$ cat src/rtl/manch_tdm_pkg.sv
// Shared constants and helpers for the Manchester TDM scheduler.
package manch_tdm_pkg;

    localparam logic IDLE_BIT     = 1'b0;
    localparam int   NCH_DEF      = 2;
    localparam int   DW_DEF       = 8;
    localparam int   SLOT_LEN_DEF = 2;
    localparam int   UCW          = 8;

    function automatic logic [UCW-1:0] sat_inc(input logic [UCW-1:0] val);
        if (val == {UCW{1'b1}}) begin
            sat_inc = val;
        end else begin
            sat_inc = val + UCW'(1);
        end
    endfunction

endpackage

$ cat src/rtl/manch_tdm_chan.sv
// One requester channel: holding shift register, bit counter, loaded flag and ready.
module manch_tdm_chan
    import manch_tdm_pkg::*;
#(
    parameter int DW = DW_DEF
) (
    input  logic          clk,
    input  logic          rst,
    input  logic          valid,
    input  logic [DW-1:0] data,
    input  logic          shift,
    output logic          ready,
    output logic          loaded,
    output logic          msb
);

    localparam int CW = $clog2(DW);

    logic [DW-1:0] shreg_r;
    logic [CW-1:0] cnt_r;

    // Load on handshake; shift out one bit per owned slot, releasing after the last bit.
    always_ff @(posedge clk) begin
        if (rst) begin
            shreg_r <= '0;
            cnt_r   <= '0;
            loaded  <= 1'b0;
            ready   <= 1'b1;
        end else if (valid && ready) begin
            shreg_r <= data;
            cnt_r   <= '0;
            loaded  <= 1'b1;
            ready   <= 1'b0;
        end else if (shift && loaded) begin
            shreg_r <= {shreg_r[DW-2:0], 1'b0};
            cnt_r   <= cnt_r + CW'(1);
            if (cnt_r == CW'(DW - 1)) begin
                loaded <= 1'b0;
                ready  <= 1'b1;
            end else begin
                loaded <= 1'b1;
                ready  <= 1'b0;
            end
        end else begin
            shreg_r <= shreg_r;
            cnt_r   <= cnt_r;
            loaded  <= loaded;
            ready   <= ready;
        end
    end

    assign msb = shreg_r[DW-1];

endmodule

$ cat src/rtl/manch_tdm_sched.sv
// TDM slot scheduler feeding a differential Manchester encoder: sync slot then one slot per channel.
// Define MANCH_TDM_UNDERRUN_EN to add the saturating underrun_cnt output.
module manch_tdm_sched
    import manch_tdm_pkg::*;
#(
    parameter int NCH      = NCH_DEF,
    parameter int DW       = DW_DEF,
    parameter int SLOT_LEN = SLOT_LEN_DEF
) (
    input  logic                       clk,
    input  logic                       rst,
    input  logic                       en,
    input  logic [NCH-1:0]             ch_valid,
    input  logic [NCH*DW-1:0]          ch_data,
    output logic [NCH-1:0]             ch_ready,
    output logic                       y,
    output logic                       slot_stb,
    output logic                       frame_start,
    output logic [$clog2(NCH+1)-1:0]   slot_idx
`ifdef MANCH_TDM_UNDERRUN_EN
    ,
    output logic [UCW-1:0]             underrun_cnt
`endif
);

    localparam int SW = $clog2(NCH + 1);
    localparam int TW = (SLOT_LEN > 1) ? $clog2(SLOT_LEN) : 1;

    logic [TW-1:0]  timer_r;
    logic           restart_r;
    logic           sync_bit_r;
    logic           bnd_s;
    logic           ny_s;
    logic [SW-1:0]  nslot_s;
    logic [NCH-1:0] sel_s;
    logic [NCH-1:0] shift_s;
    logic [NCH-1:0] loaded_s;
    logic [NCH-1:0] msb_s;

    for (genvar i = 0; i < NCH; i++) begin : g_chan
        manch_tdm_chan #(.DW(DW)) u_chan (
            .clk    (clk),
            .rst    (rst),
            .valid  (ch_valid[i]),
            .data   (ch_data[i*DW +: DW]),
            .shift  (shift_s[i]),
            .ready  (ch_ready[i]),
            .loaded (loaded_s[i]),
            .msb    (msb_s[i])
        );
    end

    // Boundary detection, next-slot selection and the bit that slot would carry.
    always_comb begin
        bnd_s = en & (restart_r | (timer_r == TW'(SLOT_LEN - 1)));
        if (restart_r || (slot_idx == SW'(NCH))) begin
            nslot_s = '0;
        end else begin
            nslot_s = slot_idx + SW'(1);
        end
        ny_s  = sync_bit_r;
        sel_s = '0;
        for (int i = 0; i < NCH; i++) begin
            if (nslot_s == SW'(i + 1)) begin
                sel_s[i] = 1'b1;
                if (loaded_s[i]) begin
                    ny_s = msb_s[i];
                end else begin
                    ny_s = IDLE_BIT;
                end
            end else begin
                sel_s[i] = 1'b0;
            end
        end
        shift_s = sel_s & {NCH{bnd_s}};
    end

    // Slot timer and registered serial outputs; disabling parks the frame at slot 0.
    always_ff @(posedge clk) begin
        if (rst) begin
            timer_r     <= '0;
            restart_r   <= 1'b1;
            sync_bit_r  <= 1'b0;
            y           <= 1'b0;
            slot_idx    <= '0;
            slot_stb    <= 1'b0;
            frame_start <= 1'b0;
        end else if (!en) begin
            timer_r     <= '0;
            restart_r   <= 1'b1;
            sync_bit_r  <= sync_bit_r;
            y           <= 1'b0;
            slot_idx    <= '0;
            slot_stb    <= 1'b0;
            frame_start <= 1'b0;
        end else if (bnd_s) begin
            timer_r     <= '0;
            restart_r   <= 1'b0;
            y           <= ny_s;
            slot_idx    <= nslot_s;
            slot_stb    <= 1'b1;
            frame_start <= (nslot_s == '0);
            if (nslot_s == '0) begin
                sync_bit_r <= ~sync_bit_r;
            end else begin
                sync_bit_r <= sync_bit_r;
            end
        end else begin
            timer_r     <= timer_r + TW'(1);
            restart_r   <= 1'b0;
            sync_bit_r  <= sync_bit_r;
            y           <= y;
            slot_idx    <= slot_idx;
            slot_stb    <= 1'b0;
            frame_start <= 1'b0;
        end
    end

`ifdef MANCH_TDM_UNDERRUN_EN
    logic idle_s;

    // A data slot is idle when its channel has nothing loaded at the boundary.
    always_comb begin
        idle_s = bnd_s & (nslot_s != '0) & ((sel_s & loaded_s) == '0);
    end

    // Saturating count of idle data slots.
    always_ff @(posedge clk) begin
        if (rst) begin
            underrun_cnt <= '0;
        end else if (idle_s) begin
            underrun_cnt <= sat_inc(underrun_cnt);
        end else begin
            underrun_cnt <= underrun_cnt;
        end
    end
`endif

endmodule

$ cat config.mk
export PLATFORM = sky130hd
export DESIGN_NAME = manch_tdm_sched
export DESIGN_NICKNAME = d
export VERILOG_FILES = /design/src/rtl/manch_tdm_pkg.sv /design/src/rtl/manch_tdm_chan.sv /design/src/rtl/manch_tdm_sched.sv
export SDC_FILE = /design/constraint.sdc
export NUM_CORES = 1
export LEC_CHECK = 0
export CAP_MARGIN = 20
export CORE_MARGIN = 5
export CORE_UTILIZATION = 50
export DETAILED_ROUTE_END_ITERATION = 6
export PLACE_DENSITY = 0.81
export SLEW_MARGIN = 30
export SYNTH_ARGS = -nofsm -noshare
export SYNTH_HDL_FRONTEND = slang
export SYNTH_SLANG_ARGS = --single-unit
export TNS_END_PERCENT = 20
$ cat constraint.sdc
create_clock -name clk -period 4.7 [get_ports clk]
set_input_delay 0.705 -clock clk [delete_from_list [all_inputs] [get_ports clk]]
set_output_delay 0.705 -clock clk [all_outputs]
set_load 0.02 [all_outputs]
== Yosys cells after proc, flatten, opt, wreduce, memory -nomap -nowiden ==
Index checks and enable logic that the tools add are counted.
W data, S select, Z words.

* Register bits: 34
* Input bits: 21
* Output and inout bits: 7
* Word-level logic and storage cells: 69

* $add $sub $neg: 4
* Eq/ne operators: 5
* Mux-type cells: 25
* Bitwise logic cells: 6
* Reductions and logical operators: 14

{| class="wikitable"
|+ Operators by type and width
! kind !! number
|-
| $mux W8 || 4
|-
| $mux W1 || 20
|-
| $add A3 B1 Y3 const B || 2
|-
| $eq A3 B3 Y1 const B || 2
|-
| $reduce_or A2 Y1 || 3
|-
| $reduce_or A3 Y1 || 2
|-
| $eq A2 B2 Y1 const B || 2
|-
| $logic_and A1 B1 Y1 || 4
|-
| $reduce_bool A2 Y1 || 2
|-
| $not A1 Y1 || 3
|-
| $reduce_and A3 Y1 || 1
|-
| $add A2 B1 Y2 const B || 1
|-
| $and A2 B2 Y2 || 1
|-
| $eq A2 B1 Y1 const B || 1
|-
| $logic_not A2 Y1 || 1
|-
| $mux W2 || 1
|-
| $add A1 B1 Y1 const B || 1
|-
| $and A1 B1 Y1 || 1
|-
| $logic_or A1 B1 Y1 || 1
|-
| $or A1 B1 Y1 || 1
|}

== Depth between registers and ports, before layout ==
* Word-level depth: 9
* Gate-level depth with buffers: 8
* Gate-level depth less buffers: 6

== Hierarchy ==
Synthesis repeated with hierarchy kept, for this count alone.

* Cells, all modules: 172
* Area, all modules: 1647.8 sq um

{| class="wikitable"
|+ Modules (own cells, without submodules)
! module !! instances !! cells each !! area an instance (sq um) !! seq. area each (sq um)
|-
| manch_tdm_chan || 2 || 66 || 646.9 || 260.2
|-
| manch_tdm_sched || 1 || 40 || 354.1 || 160.2
|}

== Worst setup path after synthesis ==
Ideal clock, no wire load.

* Path type: register to register
* Start point: reg slot_idx[0]
* End point: reg g_chan[0].u_chan.shreg_r[4]
* Library setup time: 0.137 ns
* Arrival time: 1.897 ns
* Data required time: 4.563 ns
* Slack: 2.666 ns
* Cell stages (with the launch flop): 9
* Cells stage by stage: dfxtp_1 -> inv_1 -> ha_1 -> nor4bb_4 -> and4_1 -> buf_6 -> buf_12 -> mux2i_1 -> a211oi_1

* Cells in the longest elaborated chain, start to end: 8
* Elaborated cells on any way between the ends: 9
* Those cells by class: 1 x add/sub; 2 x eq/ne; 2 x mux; 1 x bitwise; 3 x reduce/logical

{| class="wikitable"
|+ RTL lines
! what !! line !! RTL
|-
| from (decl) || manch_tdm_sched.sv:19 || <nowiki>output logic [$clog2(NCH+1)-1:0] slot_idx</nowiki>
|-
| from (signal assigned) || manch_tdm_sched.sv:100 || <nowiki>slot_idx <= nslot_s;</nowiki>
|-
| from (signal assigned) || manch_tdm_sched.sv:113 || <nowiki>slot_idx <= slot_idx;</nowiki>
|-
| branches (longest 2 deep; another with $add A2 B1 Y2) || n/a ||
|-
| $mux W2 * || manch_tdm_sched.sv:56 || <nowiki>if (restart_r || (slot_idx == SW'(NCH))) begin</nowiki>
|-
| $eq A2 B1 Y1 * || manch_tdm_sched.sv:64 || <nowiki>if (nslot_s == SW'(i + 1)) begin</nowiki>
|-
| $mux W1 * || manch_tdm_sched.sv:64 ||
|-
| $and A2 B2 Y2 * || manch_tdm_sched.sv:75 || <nowiki>shift_s = sel_s & {NCH{bnd_s}};</nowiki>
|-
| $logic_and A1 B1 Y1 * || manch_tdm_chan.sv:34 || <nowiki>end else if (shift && loaded) begin</nowiki>
|-
| $reduce_bool A2 Y1 (no source line) * || n/a ||
|-
| to (signal assigned) || manch_tdm_chan.sv:30 || <nowiki>shreg_r <= data;</nowiki>
|-
| to (signal assigned) || manch_tdm_chan.sv:35 || <nowiki>shreg_r <= {shreg_r[DW-2:0], 1'b0};</nowiki>
|-
| to (signal assigned) || manch_tdm_chan.sv:45 || <nowiki>shreg_r <= shreg_r;</nowiki>
|-
| to (decl) || manch_tdm_chan.sv:19 || <nowiki>logic [DW-1:0] shreg_r;</nowiki>
|}

Mark *: on every way between the ends.
A chain may end at the register's enable or synchronous reset.

== Worst setup path after layout ==
* Start point: reg slot_idx[0]
* End point: reg g_chan[0].u_chan.shreg_r[3]

The elaborated chain is that of the path after synthesis.

==> results.txt <==
The flow ran to the end, and the final reports show no timing, DRC or antenna violations. The library cell used most frequently in the layout, excluding fill and tap cells, is dfxtp_1. The hold-fix buffer count after cts was 0.

The min-delay analysis places its worst path in the category register to register. Adding up every negative setup slack in the final design gives 0 ns. STA classifies the critical path startpoint as a register. For this run the aggregate overflow at the end of global routing stands at 0. The final critical path time including I/O delays and setup is 2.43 ns. After detailed routing, the total wire length is 2780 um.

In this run the most critical hold path is launched from g_chan[1].u_chan.shreg_r[0]. The run gives 44.7% as the sequential area share after synthesis. By startpoint and endpoint, the worst setup path is classified as register to register.

At the pin with the least slew margin, the transition time is 0.664 ns. Hold timing on the final database bottoms out at a slack of 0.486 ns. The proportion of layout cells with a drive suffix above 1 came out at 5.62%. Startpoint of the worst setup timing path: slot_idx[0].

The top flip-flop cell by instance count after synthesis is dfxtp_1. In the layout the commonest cells are dfxtp_1 (34), clkdlybuf4s50_1 (26), nor2_1 (21), mux2i_1 (19), a211oi_1 (15). Dividing the detail-routed wire length by the instance count gives 13.2 um. For this configuration, the core starts out at a cell density of 51.1%. The synthesized netlist occupies a cell area of 0.00152 sq mm. Synthesis produced a netlist with a net count of 181.

The number of buffer cells added on primary ports works out to 27. Entering global routing, the biggest net connects 31 pins. The root buffer cell chosen for the clock tree is clkbuf_4. In this run the core area contains 20 standard-cell rows. Width of the chip: 65.2 um.

After floorplanning, the core was sized to cover 0.00298 sq mm. The logs give 0 for the count of pins over their slew limit and 5 for the CTS buffer count. A synthesized cell averages 9.82 sq um.

VDD sags by at most 0.000192 V. The synthesized design contains 34 register bits. The number of standard cells after synthesis was 155; the final clock skew was 0.00719 ns.

The count of nets left with antenna violations once routing finished came out at 0. The tools report the number of antenna violations at the first check in global routing as 0. In this run the worst path has a maximum fanout of 13.

The clock tree synthesis step divided the H-tree into 2 levels. The share of the clock period used by the worst path after layout is 51.7%, and the die outline area is 0.00425 sq mm. The cell area after placement was 0.00175 sq mm.

At the worst endpoint, the arrival time is 2.66 ns. The run gives 0 as the number of violations of the max-capacitance limit. Yosys printed 0 warnings.

For this run, design rule violations remaining after detail routing come to 0. At the later pin of the worst-skew pair, clock insertion delay measures 0.32 ns. For the worst setup path, the data required time is 4.93 ns. The overall via count from detail_route was 1150; the clock transition time at the flip-flop clock pins of the worst setup and hold paths was 0.09 ns.

The number of standard cells in the layout, taps in and fillers out was 211; the leakage power was 0.716 nW. The via-per-instance ratio came out at 5.45. The number of placed instances with taps included was 204. In this run, post-CTS repair resized a total of 0 instances. The final cell area excluding filler cells is 0.00179 sq mm. The die is 65.2 um tall. The reg-to-reg critical path startpoint is slot_idx[0].

The run gives 55.7% as the worst-case headroom to the max-slew limit. After synthesis, the netlist uses 32 different library cells. The first TritonRoute pass finished after 4 iterations. Measured on the finished design, the core utilization comes to 60.2%. The number of flops mapped to enable cells by yosys is 0, and the detailed-placement wirelength estimate is 2050 um. In this run the count of I/O pins placed on the die edge is 28.

Nature of the critical path endpoint: a register. The global-route usage over all layers came out at 14.8%. The share of synthesized registers carrying an async set or reset was 0%. Compared with the post-synthesis result, the final layout area differs by 17.8%. After clock tree synthesis, the setup repair step added 0 buffers. The run gives 0 as the count of antenna diodes in the layout.

The number of hold-slack violations in the final timing report is 0. The net total in the final layout came out at 204. The ratio of total power to cell area works out to 292 mW/mm^2.

The first global-routing pass estimated 4890 um of wire. The clock drives 34 sinks. Static timing analysis puts the maximum clock frequency at 0.411 GHz. Setup violations remaining at the end of the flow were counted as 0. TritonCTS built the clock tree. The logs give 1141 for the number of global-route vias before repair and 33 for the number of violations reported at the end of detailed-routing iteration 0. Setup repair after global routing left no endpoint under its margin.

For the number of buffers between clock root and the deepest sink, the log shows 2. The congestion estimate from routability-driven global placement came to 0.753.
## path summary, 6_finish.rpt
| check | end | slack [ns] | cells after the start |
|---|---|---|---|
| setup / recovery | g_chan[0].u_chan.shreg_r[3] | 2.27 | 6 |
| hold / removal | g_chan[1].u_chan.shreg_r[0] | 0.49 | 2 |
| setup reg to reg | g_chan[0].u_chan.shreg_r[3] | 2.27 | 6 |
| hold reg to reg | g_chan[1].u_chan.shreg_r[0] | 0.49 | 2 |
## synthesized netlist by cell type (2+ instances only)
cell type	instances	area, sq um
buf_4	2	15.0
and4_1	2	17.5
nand3_1	2	10.0
o21ai_0	2	10.0
a211oi_1	15	113
ha_1	5	62.6
clkbuf_1	4	15.0
nor2b_1	2	12.5
and2_1	2	12.5
buf_6	2	22.5
nor3_1	12	60.1
inv_1	2	7.51
nand2_1	6	22.5
mux2i_1	19	190
dfxtp_1	34	681
nor2_1	21	78.8
a21bo_2	2	20.0
a21oi_1	7	35.0
## final cells by class
cell class,count,area (sq um)
inverters,2,7.51
multi-input cells,108,752
fillers,273,1190
clock buffers,7,45.0
flip-flops and latches,34,681
well taps,33,41.3
repair buffers,27,265
## per-layer routing
layer / routed length [um] / share of wire (%) / GRT usage, %
met5: 0 / 0 / 0
met4: 21 / 0.76 / 5.44
met3: 118 / 4.2 / 6.15
met2: 1410 / 51 / 25.7
met1: 1230 / 44 / 16.1
## power breakdown
part	total [mW]	internal, mW	leakage, nW	switching [mW]
clock	0.141	0.0564	0.0254	0.0849
combinational	0.0661	0.0364	0.411	0.0298
sequential	0.316	0.305	0.280	0.0107
total	0.523	0.398	0.716	0.125
## flip-flops by register name, summed over array words and instances, names as in the netlist
name	cells
g_chan.u_chan.loaded	2
slot_stb	1
g_chan.u_chan.ready	2
frame_start	1
g_chan.u_chan.cnt_r	6
g_chan.u_chan.shreg_r	16
sync_bit_r	1
slot_idx	2
timer_r	1
y	1
restart_r	1
## cells by family after synthesis
kind of cell             Yosys count  share of synthesized area (%)
AND/OR/NAND/NOR                   51                           17.2
buffers and inverters             13                           5.84
multiplexers                      20                           13.2
adder cells (fa/ha/maj)            5                           4.11
AO/OA/AOI/OAI                     30                           13.7
XOR/XNOR                           2                           1.15
flip-flops                        34                           44.7
## critical path: stages (launching register included)
cell and delay [ns]:
dfxtp_1 0.46, inv_1 0.12, ha_1 0.30, nor4bb_4 0.35, and4_1 0.68, mux2i_1 0.17
a211oi_1 0.26
## per-stage QoR
stage | total power [mW] | setup WS (ns)
floorplan | 0.362 | 2.67
global placement | 0.387 | 2.01
detailed placement | 0.389 | 1.92
CTS | 0.529 | 2.24
global route | 0.554 | 2.08
finish | 0.523 | 2.27
(Power assumes the default switching activity.)
